===== src/rtl/dbus_uncached_responder_if.sv =====
// Uncached data-bus request/response pair plus the single-beat AXI channels it maps onto.
// slave is the responder's view; master is the datapath-plus-crossbar view.
interface dbus_uncached_responder_if #(
    parameter int ID_W = 4
) ();
    logic            req_valid;
    logic [31:0]     req_addr;
    logic [1:0]      req_size;
    logic [3:0]      req_strobe;
    logic [31:0]     req_data;
    logic            addr_ok;
    logic            data_ok;
    logic [31:0]     resp_data;
    logic            resp_err;

    logic [ID_W-1:0] arid;
    logic [31:0]     araddr;
    logic [2:0]      arsize;
    logic [7:0]      arlen;
    logic [1:0]      arburst;
    logic            arvalid;
    logic            arready;
    logic [31:0]     rdata;
    logic [1:0]      rresp;
    logic            rlast;
    logic            rvalid;
    logic            rready;

    logic [ID_W-1:0] awid;
    logic [31:0]     awaddr;
    logic [2:0]      awsize;
    logic [7:0]      awlen;
    logic [1:0]      awburst;
    logic            awvalid;
    logic            awready;
    logic [31:0]     wdata;
    logic [3:0]      wstrb;
    logic            wlast;
    logic            wvalid;
    logic            wready;
    logic [1:0]      bresp;
    logic            bvalid;
    logic            bready;

    modport slave (
        input  req_valid, req_addr, req_size, req_strobe, req_data,
        output addr_ok, data_ok, resp_data, resp_err,
        output arid, araddr, arsize, arlen, arburst, arvalid,
        input  arready, rdata, rresp, rlast, rvalid,
        output rready,
        output awid, awaddr, awsize, awlen, awburst, awvalid,
        input  awready,
        output wdata, wstrb, wlast, wvalid,
        input  wready, bresp, bvalid,
        output bready
    );

    modport master (
        output req_valid, req_addr, req_size, req_strobe, req_data,
        input  addr_ok, data_ok, resp_data, resp_err,
        input  arid, araddr, arsize, arlen, arburst, arvalid,
        output arready, rdata, rresp, rlast, rvalid,
        input  rready,
        input  awid, awaddr, awsize, awlen, awburst, awvalid,
        output awready,
        input  wdata, wstrb, wlast, wvalid,
        output wready, bresp, bvalid,
        input  bready
    );
endinterface


===== src/rtl/dbus_uncached_responder.sv =====
// Turns one uncached data-bus request at a time into a single-beat AXI read or write.
// Read: IDLE -> RD_A -> RD_D -> IDLE.  Write: IDLE -> WR_AW -> WR_B -> IDLE.
module dbus_uncached_responder #(
    parameter int unsigned        ID_W   = 4,
    parameter logic [ID_W-1:0]    AXI_ID = 4'd1
) (
    input  logic                  clk,
    input  logic                  reset,
    dbus_uncached_responder_if.slave bus
);
    typedef enum logic [2:0] {StIdle, StRdA, StRdD, StWrAw, StWrB} state_e;

    state_e      stateQ, stateD;
    logic [31:0] addrQ, dataQ, respDataQ;
    logic [1:0]  sizeQ;
    logic [3:0]  strbQ;
    logic        awDoneQ, wDoneQ, dataOkQ, respErrQ;
    logic        accept, awHs, wHs, rHs, bHs;
    logic        unusedRlast;

    assign accept      = bus.addr_ok;
    assign awHs        = bus.awvalid && bus.awready;
    assign wHs         = bus.wvalid && bus.wready;
    assign rHs         = bus.rready && bus.rvalid;
    assign bHs         = bus.bready && bus.bvalid;
    assign unusedRlast = bus.rlast;

    always_ff @(posedge clk) begin
        if (reset) begin
            stateQ <= StIdle;
        end else begin
            stateQ <= stateD;
        end
    end

    always_comb begin
        stateD = stateQ;
        unique case (stateQ)
            StIdle: if (accept) stateD = (bus.req_strobe == 4'b0000) ? StRdA : StWrAw;
            StRdA:  if (bus.arready) stateD = StRdD;
            StRdD:  if (bus.rvalid) stateD = StIdle;
            // AW and W may complete in either order or together
            StWrAw: if ((awDoneQ || awHs) && (wDoneQ || wHs)) stateD = StWrB;
            StWrB:  if (bus.bvalid) stateD = StIdle;
            default: stateD = StIdle;
        endcase
    end

    always_comb begin
        bus.addr_ok = 1'b0;
        bus.arvalid = 1'b0;
        bus.rready  = 1'b0;
        bus.awvalid = 1'b0;
        bus.wvalid  = 1'b0;
        bus.bready  = 1'b0;
        unique case (stateQ)
            StIdle: bus.addr_ok = bus.req_valid && !reset;
            StRdA:  bus.arvalid = 1'b1;
            StRdD:  bus.rready  = 1'b1;
            StWrAw: begin
                bus.awvalid = !awDoneQ;
                bus.wvalid  = !wDoneQ;
            end
            StWrB:  bus.bready  = 1'b1;
            default: ;
        endcase
    end

    always_ff @(posedge clk) begin
        if (reset) begin
            addrQ     <= 32'd0;
            dataQ     <= 32'd0;
            sizeQ     <= 2'd0;
            strbQ     <= 4'd0;
            awDoneQ   <= 1'b0;
            wDoneQ    <= 1'b0;
            dataOkQ   <= 1'b0;
            respDataQ <= 32'd0;
            respErrQ  <= 1'b0;
        end else begin
            dataOkQ <= rHs || bHs;
            if (accept) begin
                addrQ   <= bus.req_addr;
                dataQ   <= bus.req_data;
                sizeQ   <= bus.req_size;
                strbQ   <= bus.req_strobe;
                awDoneQ <= 1'b0;
                wDoneQ  <= 1'b0;
            end
            if (awHs) awDoneQ <= 1'b1;
            if (wHs)  wDoneQ  <= 1'b1;
            if (rHs) begin
                respDataQ <= bus.rdata;
                respErrQ  <= (bus.rresp != 2'b00);
            end
            if (bHs) respErrQ <= (bus.bresp != 2'b00);
        end
    end

    assign bus.data_ok   = dataOkQ;
    assign bus.resp_data = respDataQ;
    assign bus.resp_err  = respErrQ;

    assign bus.arid    = AXI_ID;
    assign bus.araddr  = addrQ;
    assign bus.arsize  = {1'b0, sizeQ};
    assign bus.arlen   = 8'd0;
    assign bus.arburst = 2'b01;

    assign bus.awid    = AXI_ID;
    assign bus.awaddr  = addrQ;
    assign bus.awsize  = {1'b0, sizeQ};
    assign bus.awlen   = 8'd0;
    assign bus.awburst = 2'b01;
    assign bus.wdata   = dataQ;
    assign bus.wstrb   = strbQ;
    assign bus.wlast   = 1'b1;
endmodule


===== src/flat_wrapper.sv =====
// flat-port wrapper written by rule: the top's interface ports become plain ports
module dbus_uncached_responder_flat 
#(
    parameter int unsigned        ID_W   = 4,
    parameter logic [ID_W-1:0]    AXI_ID = 4'd1
)
  (clk, reset, bus_req_valid, bus_req_addr, bus_req_size, bus_req_strobe, bus_req_data, bus_addr_ok, bus_data_ok, bus_resp_data, bus_resp_err, bus_arid, bus_araddr, bus_arsize, bus_arlen, bus_arburst, bus_arvalid, bus_arready, bus_rdata, bus_rresp, bus_rlast, bus_rvalid, bus_rready, bus_awid, bus_awaddr, bus_awsize, bus_awlen, bus_awburst, bus_awvalid, bus_awready, bus_wdata, bus_wstrb, bus_wlast, bus_wvalid, bus_wready, bus_bresp, bus_bvalid, bus_bready);
  dbus_uncached_responder_if #(.ID_W(ID_W)) bus_i ();
  input  logic clk;
  input  logic reset;
  input wire logic [$bits(bus_i.req_valid)-1:0] bus_req_valid;
  input wire logic [$bits(bus_i.req_addr)-1:0] bus_req_addr;
  input wire logic [$bits(bus_i.req_size)-1:0] bus_req_size;
  input wire logic [$bits(bus_i.req_strobe)-1:0] bus_req_strobe;
  input wire logic [$bits(bus_i.req_data)-1:0] bus_req_data;
  output wire logic [$bits(bus_i.addr_ok)-1:0] bus_addr_ok;
  output wire logic [$bits(bus_i.data_ok)-1:0] bus_data_ok;
  output wire logic [$bits(bus_i.resp_data)-1:0] bus_resp_data;
  output wire logic [$bits(bus_i.resp_err)-1:0] bus_resp_err;
  output wire logic [$bits(bus_i.arid)-1:0] bus_arid;
  output wire logic [$bits(bus_i.araddr)-1:0] bus_araddr;
  output wire logic [$bits(bus_i.arsize)-1:0] bus_arsize;
  output wire logic [$bits(bus_i.arlen)-1:0] bus_arlen;
  output wire logic [$bits(bus_i.arburst)-1:0] bus_arburst;
  output wire logic [$bits(bus_i.arvalid)-1:0] bus_arvalid;
  input wire logic [$bits(bus_i.arready)-1:0] bus_arready;
  input wire logic [$bits(bus_i.rdata)-1:0] bus_rdata;
  input wire logic [$bits(bus_i.rresp)-1:0] bus_rresp;
  input wire logic [$bits(bus_i.rlast)-1:0] bus_rlast;
  input wire logic [$bits(bus_i.rvalid)-1:0] bus_rvalid;
  output wire logic [$bits(bus_i.rready)-1:0] bus_rready;
  output wire logic [$bits(bus_i.awid)-1:0] bus_awid;
  output wire logic [$bits(bus_i.awaddr)-1:0] bus_awaddr;
  output wire logic [$bits(bus_i.awsize)-1:0] bus_awsize;
  output wire logic [$bits(bus_i.awlen)-1:0] bus_awlen;
  output wire logic [$bits(bus_i.awburst)-1:0] bus_awburst;
  output wire logic [$bits(bus_i.awvalid)-1:0] bus_awvalid;
  input wire logic [$bits(bus_i.awready)-1:0] bus_awready;
  output wire logic [$bits(bus_i.wdata)-1:0] bus_wdata;
  output wire logic [$bits(bus_i.wstrb)-1:0] bus_wstrb;
  output wire logic [$bits(bus_i.wlast)-1:0] bus_wlast;
  output wire logic [$bits(bus_i.wvalid)-1:0] bus_wvalid;
  input wire logic [$bits(bus_i.wready)-1:0] bus_wready;
  input wire logic [$bits(bus_i.bresp)-1:0] bus_bresp;
  input wire logic [$bits(bus_i.bvalid)-1:0] bus_bvalid;
  output wire logic [$bits(bus_i.bready)-1:0] bus_bready;
  assign bus_i.req_valid = bus_req_valid;
  assign bus_i.req_addr = bus_req_addr;
  assign bus_i.req_size = bus_req_size;
  assign bus_i.req_strobe = bus_req_strobe;
  assign bus_i.req_data = bus_req_data;
  assign bus_addr_ok = bus_i.addr_ok;
  assign bus_data_ok = bus_i.data_ok;
  assign bus_resp_data = bus_i.resp_data;
  assign bus_resp_err = bus_i.resp_err;
  assign bus_arid = bus_i.arid;
  assign bus_araddr = bus_i.araddr;
  assign bus_arsize = bus_i.arsize;
  assign bus_arlen = bus_i.arlen;
  assign bus_arburst = bus_i.arburst;
  assign bus_arvalid = bus_i.arvalid;
  assign bus_i.arready = bus_arready;
  assign bus_i.rdata = bus_rdata;
  assign bus_i.rresp = bus_rresp;
  assign bus_i.rlast = bus_rlast;
  assign bus_i.rvalid = bus_rvalid;
  assign bus_rready = bus_i.rready;
  assign bus_awid = bus_i.awid;
  assign bus_awaddr = bus_i.awaddr;
  assign bus_awsize = bus_i.awsize;
  assign bus_awlen = bus_i.awlen;
  assign bus_awburst = bus_i.awburst;
  assign bus_awvalid = bus_i.awvalid;
  assign bus_i.awready = bus_awready;
  assign bus_wdata = bus_i.wdata;
  assign bus_wstrb = bus_i.wstrb;
  assign bus_wlast = bus_i.wlast;
  assign bus_wvalid = bus_i.wvalid;
  assign bus_i.wready = bus_wready;
  assign bus_i.bresp = bus_bresp;
  assign bus_i.bvalid = bus_bvalid;
  assign bus_bready = bus_i.bready;
  dbus_uncached_responder #(.ID_W(ID_W), .AXI_ID(AXI_ID)) u_core (.clk(clk), .reset(reset), .bus(bus_i));
endmodule

===== config.mk =====
export PLATFORM = sky130hd
export DESIGN_NAME = dbus_uncached_responder_flat
export DESIGN_NICKNAME = d
export VERILOG_FILES = /design/src/rtl/dbus_uncached_responder_if.sv /design/src/rtl/dbus_uncached_responder.sv /design/src/flat_wrapper.sv
export SDC_FILE = /design/constraint.sdc
export NUM_CORES = 1
export LEC_CHECK = 0
export ABC_CLOCK_PERIOD_IN_PS = 4200
export CAP_MARGIN = 10
export CORE_UTILIZATION = 42
export CTS_CLUSTER_DIAMETER = 200
export DETAILED_ROUTE_END_ITERATION = 8
export HOLD_SLACK_MARGIN = 0.08
export PLACE_DENSITY = 0.89
export SLEW_MARGIN = 10
export SYNTH_ARGS = -nofsm -noshare
export SYNTH_HDL_FRONTEND = slang
export SYNTH_SLANG_ARGS = --single-unit

===== constraint.sdc =====
create_clock -name clk -period 4.2 [get_ports clk]
set_input_delay 0.42 -clock clk [delete_from_list [all_inputs] [get_ports clk]]
set_output_delay 0.42 -clock clk [all_outputs]
set_load 0.1 [all_outputs]

* Yosys cells after proc, flatten, opt, wreduce, memory -nomap -nowiden
Index checks and enable logic that the tools add are counted.
W data, S select, Z words.
** Storage, ports and cells
- Bits in registers :: 109
- Bits of input ports :: 115
- Output and inout bits :: 175
- Logic and storage cells :: 57
** Operators by class
- Mux-type cells :: 18
- Reductions and logical operators :: 20
- Equality and inequality tests :: 9
** Operators with widths (number)
- $mux W3 :: 5
- $pmux W3 S5 :: 1
- $mux W1 :: 11
- $reduce_bool A2 Y1 :: 5
- $ne A2 B2 Y1 const B :: 4
- $eq A3 B2 Y1 const B :: 2
- $logic_and A1 B1 Y1 :: 6
- $reduce_and A5 Y1 :: 1
- $logic_not A4 Y1 :: 1
- $eq A3 B1 Y1 const B :: 1
- $eq A3 B3 Y1 const B :: 1
- $logic_not A1 Y1 :: 3
- $logic_not A3 Y1 :: 1
- $logic_or A1 B1 Y1 :: 3
- $mux W2 :: 1
- $ne A2 B1 Y1 const B :: 1

* Logic depth before layout (Yosys ltp)
Gate-level depths: netlist (run 1).
- Depth in word-level cells :: 7
- Gate-level depth with buffers :: 6
- Gate-level depth less buffers :: 3

* Least setup slack after synthesis (run 1)
No wires, ideal clock.
- Path kind :: reg-to-output
- From :: register u_core.stateQ[0]
- To :: output port bus_arvalid
- Stages on the path, launching flop included :: 3
- Buffers on the path :: 1
- Arrival :: 2843 ps
- Required time :: 3780 ps
- Path slack :: 937 ps
- Path through :: dfxtp_1 > clkbuf_1 > nor3b_1
** Between the ends
- Word-level cells in the longest chain between the ends :: 2
** Ends and longest elaborated chain
- start: declaration :: RTL line dbus_uncached_responder.sv:13 : state_e stateQ, stateD;
- start signal: assignment :: RTL line dbus_uncached_responder.sv:30 : stateQ <= StIdle;
- start signal: assignment :: RTL line dbus_uncached_responder.sv:32 : stateQ <= stateD;
- $eq A3 B1 Y1 :: RTL line dbus_uncached_responder.sv:56 : unique case (stateQ)
- $mux W1 :: RTL line dbus_uncached_responder.sv:56
- end: declaration :: RTL line flat_wrapper.sv:25 : output wire logic [$bits(bus_i.arvalid)-1:0] bus_arvalid;
No other way between the ends.

* Worst setup path in the final report (run 1)
- From :: register u_core.stateQ[1]
- To :: output port bus_awvalid
** Between the ends
- Word-level cells in the longest chain between the ends :: 2
** Ends and longest elaborated chain
- $eq A3 B2 Y1 :: RTL line dbus_uncached_responder.sv:56
- $mux W1 :: RTL line dbus_uncached_responder.sv:56
- end: declaration :: RTL line flat_wrapper.sv:37 : output wire logic [$bits(bus_i.awvalid)-1:0] bus_awvalid;
No other way between the ends.

==> results.sh, run 1 <==
export IMPL_cts_root_buffer="sky130_fd_sc_hd__clkbuf_16"
export IMPL_cts_buffer_depth=2
export IMPL_yosysSeqAreaShare_pct=43.0
export IMPL_failing_checks="DRC"
export IMPL_setup_tns_ns=0
export IMPL_flow_area_growth_from_synthesis_pct=49.3
export IMPL_cp_arrival_ns=2.44
export IMPL_synth_flop_cell="sky130_fd_sc_hd__dfxtp_1"
export IMPL_post_cts_resized_instances=0
export IMPL_report_final_setup_viol=0
export IMPL_vdd_ir_drop_worst_v=0.000302
export IMPL_clock_tree_from_tritoncts="done"
export IMPL_synth_lib_cells_used_distinct=34
export IMPL_period_minus_slack_ns=2.86
export IMPL_grt_use_total_pct=20.9
export IMPL_routed_wirelength_um=13100
export IMPL_drt_iter0_drc=158
export IMPL_globalplace_congestion=0.806
export IMPL_postSynthRegisterBits=109
export IMPL_timing_setup_critical_path_class="reg2out"
export IMPL_final_cycle_share_pct=68.2
export IMPL_critPathMaxStageDelay_ns=1.14
export IMPL_internal_power_w=0.00211
export IMPL_drc=20
export IMPL_status="finished with violations"
export IMPL_clock_sinks=109
export IMPL_unrepaired_setup_endpoints_after_global_routing="no"
export IMPL_fmax_ghz=0.349
export IMPL_num_rows=39
export IMPL_power_leakage_nw=3.10
export IMPL_seqCellArea_um2=2180
export IMPL_final_critical_path_setup_slack_ns=1.34
export IMPL_power_switching_fraction_pct=44.0
export IMPL_synth_yosys_warnings=0
export IMPL_cp_data_required_time_ns=3.78
export IMPL_hold_class="reg2reg"
export IMPL_worstMarginPinSlew_ns=1.12
export IMPL_final_fill_count=878
export IMPL_io_buffer_count=257
export IMPL_floorplan_die_width_um=112
export IMPL_drt_wirelength_per_cell_um=15.6
export IMPL_layout_nets=802
export IMPL_place_detailed_hpwl_um=9630
export IMPL_fin_skew_ns=0.00756
export IMPL_wl_met3_um=1160
export IMPL_numPlacedInstances=819
export IMPL_final_layout_size_suffix_gt1_share_pct=13.9
export IMPL_route_layer_met1_wl_um=4860
export IMPL_drv_slew=0
export IMPL_num_antenna_cells=0
export IMPL_endpoint_kind="output port"
export IMPL_p_seq_share_pct=31.5
export IMPL_die_area_um2=12500
export IMPL_comb_power_share_pct=44.0
export IMPL_firstDrtPassIters=7
export IMPL_timing_critical_path_fanout_max=10
export IMPL_route_antenna_remaining_nets=0
export IMPL_grt_max_degree=61
export IMPL_async_reset_ff_share_pct=0
export IMPL_vertical_die_dimension_um=112
export IMPL_max_cap_violations=0
export IMPL_detailroute_via_count=3964
export IMPL_grt_antenna_before_repair=0
export IMPL_vias_per_cell=4.75
export IMPL_synth_edff_count=0
export IMPL_fin_cells=835
export IMPL_cts_buffers=9
export IMPL_power_per_cell_area_nw_per_um2=497
export IMPL_hold_bufs_at_cts=0
export IMPL_grt_overflow=0
export IMPL_startpoint_type="flip-flop"
export IMPL_synth_avg_cell_area_um2=10.5
export IMPL_worstPathBufferInverterCount=1
export IMPL_met2WireLength_um=6720
export IMPL_cts_htree_levels=3
export IMPL_syn_inst=482
export IMPL_clk_latency_ns=0.35
export IMPL_dp_slack_ns=1.61
export IMPL_fp_coreArea_um2=11600
export IMPL_routed_top_layer="met4"
export IMPL_area_of_combinational_cells_with_multiple_inputs_um2=2280
export IMPL_synth_area_um2=5080
export IMPL_design_portCount=290
export IMPL_grt_pass1_wl_um=20400
export IMPL_initial_utilization_pct=43.7
export IMPL_clock_power_share_pct=24.5
export IMPL_power_net_switching_w=0.00166
export IMPL_path_clk_slew_ns=0.07
export IMPL_relSlewSlack_pct=25.6
export IMPL_crit_path_top_delay_cell="sky130_fd_sc_hd__clkdlybuf4s50_1"
export IMPL_report_final_hold_viol_count=0
export IMPL_grt_pass1_vias=4021
export IMPL_timing_critical_path_max_delay_family="buffers and inverters"
export IMPL_crit_path_cell_trace="nor2b_1 -> nand2_1 -> nor2_1 -> clkdlybuf4s50_1"
export IMPL_post_cts_setup_buffers=0
## cells by family after synthesis
family / Yosys count / synth area share [%]
AND/OR/NAND/NOR: 158 / 16.5
other: 2 / 0.148
AO/OA/AOI/OAI: 44 / 4.78
buffers and inverters: 97 / 14.5
multiplexers: 72 / 21.0
flip-flops: 109 / 43.0
## per-layer routing
metal / vias up / GRT usage [%]
met2: 203 / 38.4
met3: 26 / 8.00
li1: 1879 / -
met5: - / 0
met4: 0 / 8.36
met1: 1856 / 21.2
## through the flow
step	cell area [µm²]	power (W)	util, %	hold WS [ns]
finish	7580	0.00377	65.3	0.455
global route	7580	0.00388	65.3	0.467
CTS	7580	0.00380	65.3	0.462
detailed placement	7250	0.00287	62.5	0.449
global placement	7250	0.00285	62.5	0.441
floorplan	5180	0.00256	-	0.471
## cells in the mapped netlist (all sizes together) (2+ instances only)
cell type / number / area (µm²)
dfxtp: 109 / 2180
buf: 76 / 659
mux2: 71 / 1060
nor2b: 71 / 444
nand2: 67 / 251
a21oi: 35 / 175
clkbuf: 19 / 71.3
nor2: 5 / 18.8
nor3b: 3 / 22.5
o21ai: 3 / 15.0
conb: 2 / 7.51
inv: 2 / 7.51
nand3b: 2 / 15.0
or4bb: 2 / 22.5
## layout make-up
cell class	count	area share [%]
Clock buffer	10	3.15
Tap cell	143	2.36
Inverter	2	0.0991
Multi-Input combinational cell	305	30.1
Sequential cell	109	28.8
Clock inverter	6	1.14
Timing Repair Buffer	260	34.3
## cell usage in the layout (no fill, tap or decap), types with 2 or more instances in the layout
master,synthesis,layout
sky130_fd_sc_hd__buf_4,65,4
sky130_fd_sc_hd__bufinv_16,0,2
sky130_fd_sc_hd__conb_1,2,31
sky130_fd_sc_hd__a21oi_1,35,35
sky130_fd_sc_hd__dfxtp_1,109,109
sky130_fd_sc_hd__clkinv_2,0,2
sky130_fd_sc_hd__mux2_4,69,69
sky130_fd_sc_hd__nor2b_1,71,71
sky130_fd_sc_hd__clkbuf_16,0,9
sky130_fd_sc_hd__o21ai_0,3,3
sky130_fd_sc_hd__clkdlybuf4s50_1,0,255
sky130_fd_sc_hd__nor2_1,5,5
sky130_fd_sc_hd__inv_1,2,2
sky130_fd_sc_hd__nor3b_1,3,3
sky130_fd_sc_hd__nand2_1,67,67
sky130_fd_sc_hd__or4bb_1,2,2
sky130_fd_sc_hd__nand3b_1,2,2
sky130_fd_sc_hd__mux2_2,2,2
## final timing paths
path	start	endpoint	slack, ns	depth (start not counted)
max	u_core.stateQ[1]	bus_awvalid	1.34	4
min	u_core.bus.resp_data[5]	u_core.bus.resp_data[5]	0.45	2
max reg2reg	u_core.stateQ[0]	u_core.bus.wstrb[3]	1.87	4
min reg2reg	u_core.bus.resp_data[5]	u_core.bus.resp_data[5]	0.45	2
## power groups by stage
| stage | Combinational [W] | Sequential, W | Clock (W) |
|---|---|---|---|
| after global routing | 0.00170 | 0.00120 | 0.000980 |
| after CTS | 0.00167 | 0.00119 | 0.000944 |
| final | 0.00166 | 0.00119 | 0.000923 |
| after global placement | 0.00164 | 0.00120 | 0 |
| after floorplan | 0.000748 | 0.00181 | 0 |
| after detailed placement | 0.00166 | 0.00121 | 0 |
## worst reg2reg max path, delay by kind of cell, from the launching register on
family,cells,cell delay [ns]
muxes,1,0.38
DFF,1,0.61
buffers and inverters,1,0.34
and+or+nand+nor,2,0.89
## registers in the layout (all words and copies together), names as in the netlist
register / cells
u_core.wDoneQ: 1
u_core.bus.data_ok: 1
u_core.bus.resp_data: 32
u_core.bus.wstrb: 4
u_core.bus.araddr: 32
u_core.bus.wdata: 32
u_core.awDoneQ: 1
u_core.bus.resp_err: 1
u_core.stateQ: 3
u_core.sizeQ: 2
(Power assumes the default switching activity.)
==> run 2, diff against run 1 <==
--- a/config.mk
+++ b/config.mk
@@ -5,13 +5,14 @@
 export SDC_FILE = /design/constraint.sdc
 export NUM_CORES = 1
 export LEC_CHECK = 0
-export ABC_CLOCK_PERIOD_IN_PS = 4200
+export ABC_CLOCK_PERIOD_IN_PS = 2890
 export CAP_MARGIN = 10
-export CORE_UTILIZATION = 42
+export CORE_ASPECT_RATIO = 1.2
+export CORE_UTILIZATION = 39
 export CTS_CLUSTER_DIAMETER = 200
 export DETAILED_ROUTE_END_ITERATION = 8
 export HOLD_SLACK_MARGIN = 0.08
-export PLACE_DENSITY = 0.89
+export PLACE_DENSITY = 0.84
 export SLEW_MARGIN = 10
 export SYNTH_ARGS = -nofsm -noshare
 export SYNTH_HDL_FRONTEND = slang
==> constraint.sdc (replaced) <==
create_clock -name clk -period 2.89 [get_ports clk]
set_input_delay 0.289 -clock clk [delete_from_list [all_inputs] [get_ports clk]]
set_output_delay 0.289 -clock clk [all_outputs]
set_load 0.1 [all_outputs]
==> results.sh, run 2 (synthesized netlist as in run 1, its figures left out) <==
export IMPL_gr_usage_met2_pct=35.0
export IMPL_timing_setup_critical_path_class="reg2out"
export IMPL_initial_utilization_pct=40.1
export IMPL_grt_pass1_vias=3867
export IMPL_routed_wirelength_um=12700
export IMPL_report_final_hold_viol_count=0
export IMPL_vias_per_cell=4.55
export IMPL_firstDrtPassIters=5
export IMPL_layout_commonest_cell="sky130_fd_sc_hd__buf_4"
export IMPL_cts_htree_levels=3
export IMPL_hold_bufs_at_cts=0
export IMPL_worstMarginPinSlew_ns=1.11
export IMPL_hold_class="in2reg"
export IMPL_post_cts_resized_instances=0
export IMPL_power_per_cell_area_nw_per_um2=733
export IMPL_drc=0
export IMPL_timing_critical_path_fanout_max=18
export IMPL_startpoint_type="flip-flop"
export IMPL_post_cts_setup_buffers=0
export IMPL_unrepaired_setup_endpoints_after_global_routing="no"
export IMPL_report_final_setup_viol=0
export IMPL_drt_iter0_drc=167
export IMPL_num_rows=45
export IMPL_cts_buffers=9
export IMPL_clk_latency_ns=0.35
export IMPL_place_detailed_hpwl_um=9550
export IMPL_internal_power_w=0.00287
export IMPL_comb_power_share_pct=44.3
export IMPL_use_met1_pct=20.5
export IMPL_max_cap_violations=0
export IMPL_globalplace_congestion=0.805
export IMPL_period_minus_slack_ns=2.26
export IMPL_cp_arrival_ns=1.97
export IMPL_globalRoute_busiestLayer="met2"
export IMPL_grt_use_total_pct=18.6
export IMPL_die_area_um2=13500
export IMPL_flow_area_growth_from_synthesis_pct=43.2
export IMPL_final_layout_size_suffix_gt1_share_pct=35.2
export IMPL_seqCellArea_um2=2180
export IMPL_crit_path_top_delay_cell="sky130_fd_sc_hd__or3_4"
export IMPL_endpoint_kind="output port"
export IMPL_design_portCount=290
export IMPL_grt_max_degree=110
export IMPL_vdd_ir_drop_worst_v=0.000434
export IMPL_fmax_ghz=0.443
export IMPL_power_net_switching_w=0.00246
export IMPL_numPlacedInstances=844
export IMPL_p_seq_share_pct=32.4
export IMPL_relSlewSlack_pct=26.0
export IMPL_power_switching_fraction_pct=46.2
export IMPL_floorplan_die_width_um=106
export IMPL_grt_overflow=0
export IMPL_setup_tns_ns=0
export IMPL_vertical_die_dimension_um=127
export IMPL_status="finished clean"
export IMPL_route_antenna_remaining_nets=0
export IMPL_post_layout_total_power_w=0.00533
export IMPL_cp_data_required_time_ns=2.60
export IMPL_cts_root_buffer="sky130_fd_sc_hd__clkbuf_16"
export IMPL_clock_sinks=109
export IMPL_globalRouteMet3Util_pct=3.16
export IMPL_drt_wirelength_per_cell_um=14.8
export IMPL_cts_buffer_depth=2
export IMPL_grt_pass1_wl_um=19900
export IMPL_final_fill_count=1076
export IMPL_fin_cells=860
export IMPL_layout_nets=806
export IMPL_crit_path_cell_trace="or3_4 -> or2_4 -> inv_1 -> buf_12"
export IMPL_path_clk_slew_ns=0.08
export IMPL_drv_slew=0
export IMPL_num_antenna_cells=0
export IMPL_power_leakage_nw=3.38
export IMPL_clock_power_share_pct=23.3
export IMPL_final_critical_path_setup_slack_ns=0.632
export IMPL_critPathMaxStageDelay_ns=0.46
export IMPL_detailroute_via_count=3915
export IMPL_grt_antenna_before_repair=0
export IMPL_fin_skew_ns=0.0101
export IMPL_mostFrequentLayoutCells="sky130_fd_sc_hd__buf_4 (150), sky130_fd_sc_hd__clkdlybuf4s50_1 (112), sky130_fd_sc_hd__dfxtp_1 (109)"
export IMPL_io_buffer_count=257
export IMPL_fp_coreArea_um2=12700
export IMPL_dp_slack_ns=0.765
export IMPL_clock_tree_from_tritoncts="done"
export IMPL_final_cycle_share_pct=78.1
export IMPL_area_of_combinational_cells_with_multiple_inputs_um2=2290
## run 2: cell type report
| class | instances | share of cell area [%] |
|---|---|---|
| Clock inverter | 6 | 0.792 |
| Inverter | 2 | 0.103 |
| Multi-Input combinational cell | 305 | 31.5 |
| Timing Repair Buffer | 264 | 31.5 |
| Clock buffer | 10 | 3.29 |
| Sequential cell | 109 | 30.0 |
| Tap cell | 164 | 2.82 |
## run 2: critical path: cells and delay by family (launching register included)
| kind | cells | cell delay [ns] |
|---|---|---|
| buf+inv | 2 | 0.33 |
| flops | 1 | 0.43 |
| simple gates | 2 | 0.86 |
## run 2: power by group through the flow
stage	clock network, W	registers [W]	logic [W]
6_report	0.00124	0.00173	0.00236
5_1_grt	0.00132	0.00175	0.00242
4_1_cts	0.00127	0.00173	0.00237
3_5_place_dp	0	0.00176	0.00236
3_3_place_gp	0	0.00175	0.00234
2_1_floorplan	0	0.00264	0.00109
## run 2: metal layers
metal	vias to the layer above	part of all wire, %
li1	1891	-
met1	1834	38
met2	169	54
met3	21	5.8
met4	0	2.5
met5	-	0
## run 2: through the flow
stage	cell area (µm²)	utilization [%]	hold WS [ns]
floorplan	5190	-	0.425
global placement	6970	55.1	0.444
detailed placement	6970	55.1	0.451
CTS	7270	57.4	0.272
global route	7270	57.4	0.298
finish	7270	57.4	0.281
## run 2: final timing paths
path	end	start	slack, ns	cells after the start
max	bus_addr_ok	u_core.stateQ[2]	0.63	4
min	u_core.stateQ[0]	reset	0.28	3
max reg2reg	u_core.bus.wdata[12]	u_core.stateQ[0]	0.82	4
min reg2reg	u_core.bus.resp_data[30]	u_core.bus.resp_data[30]	0.46	2
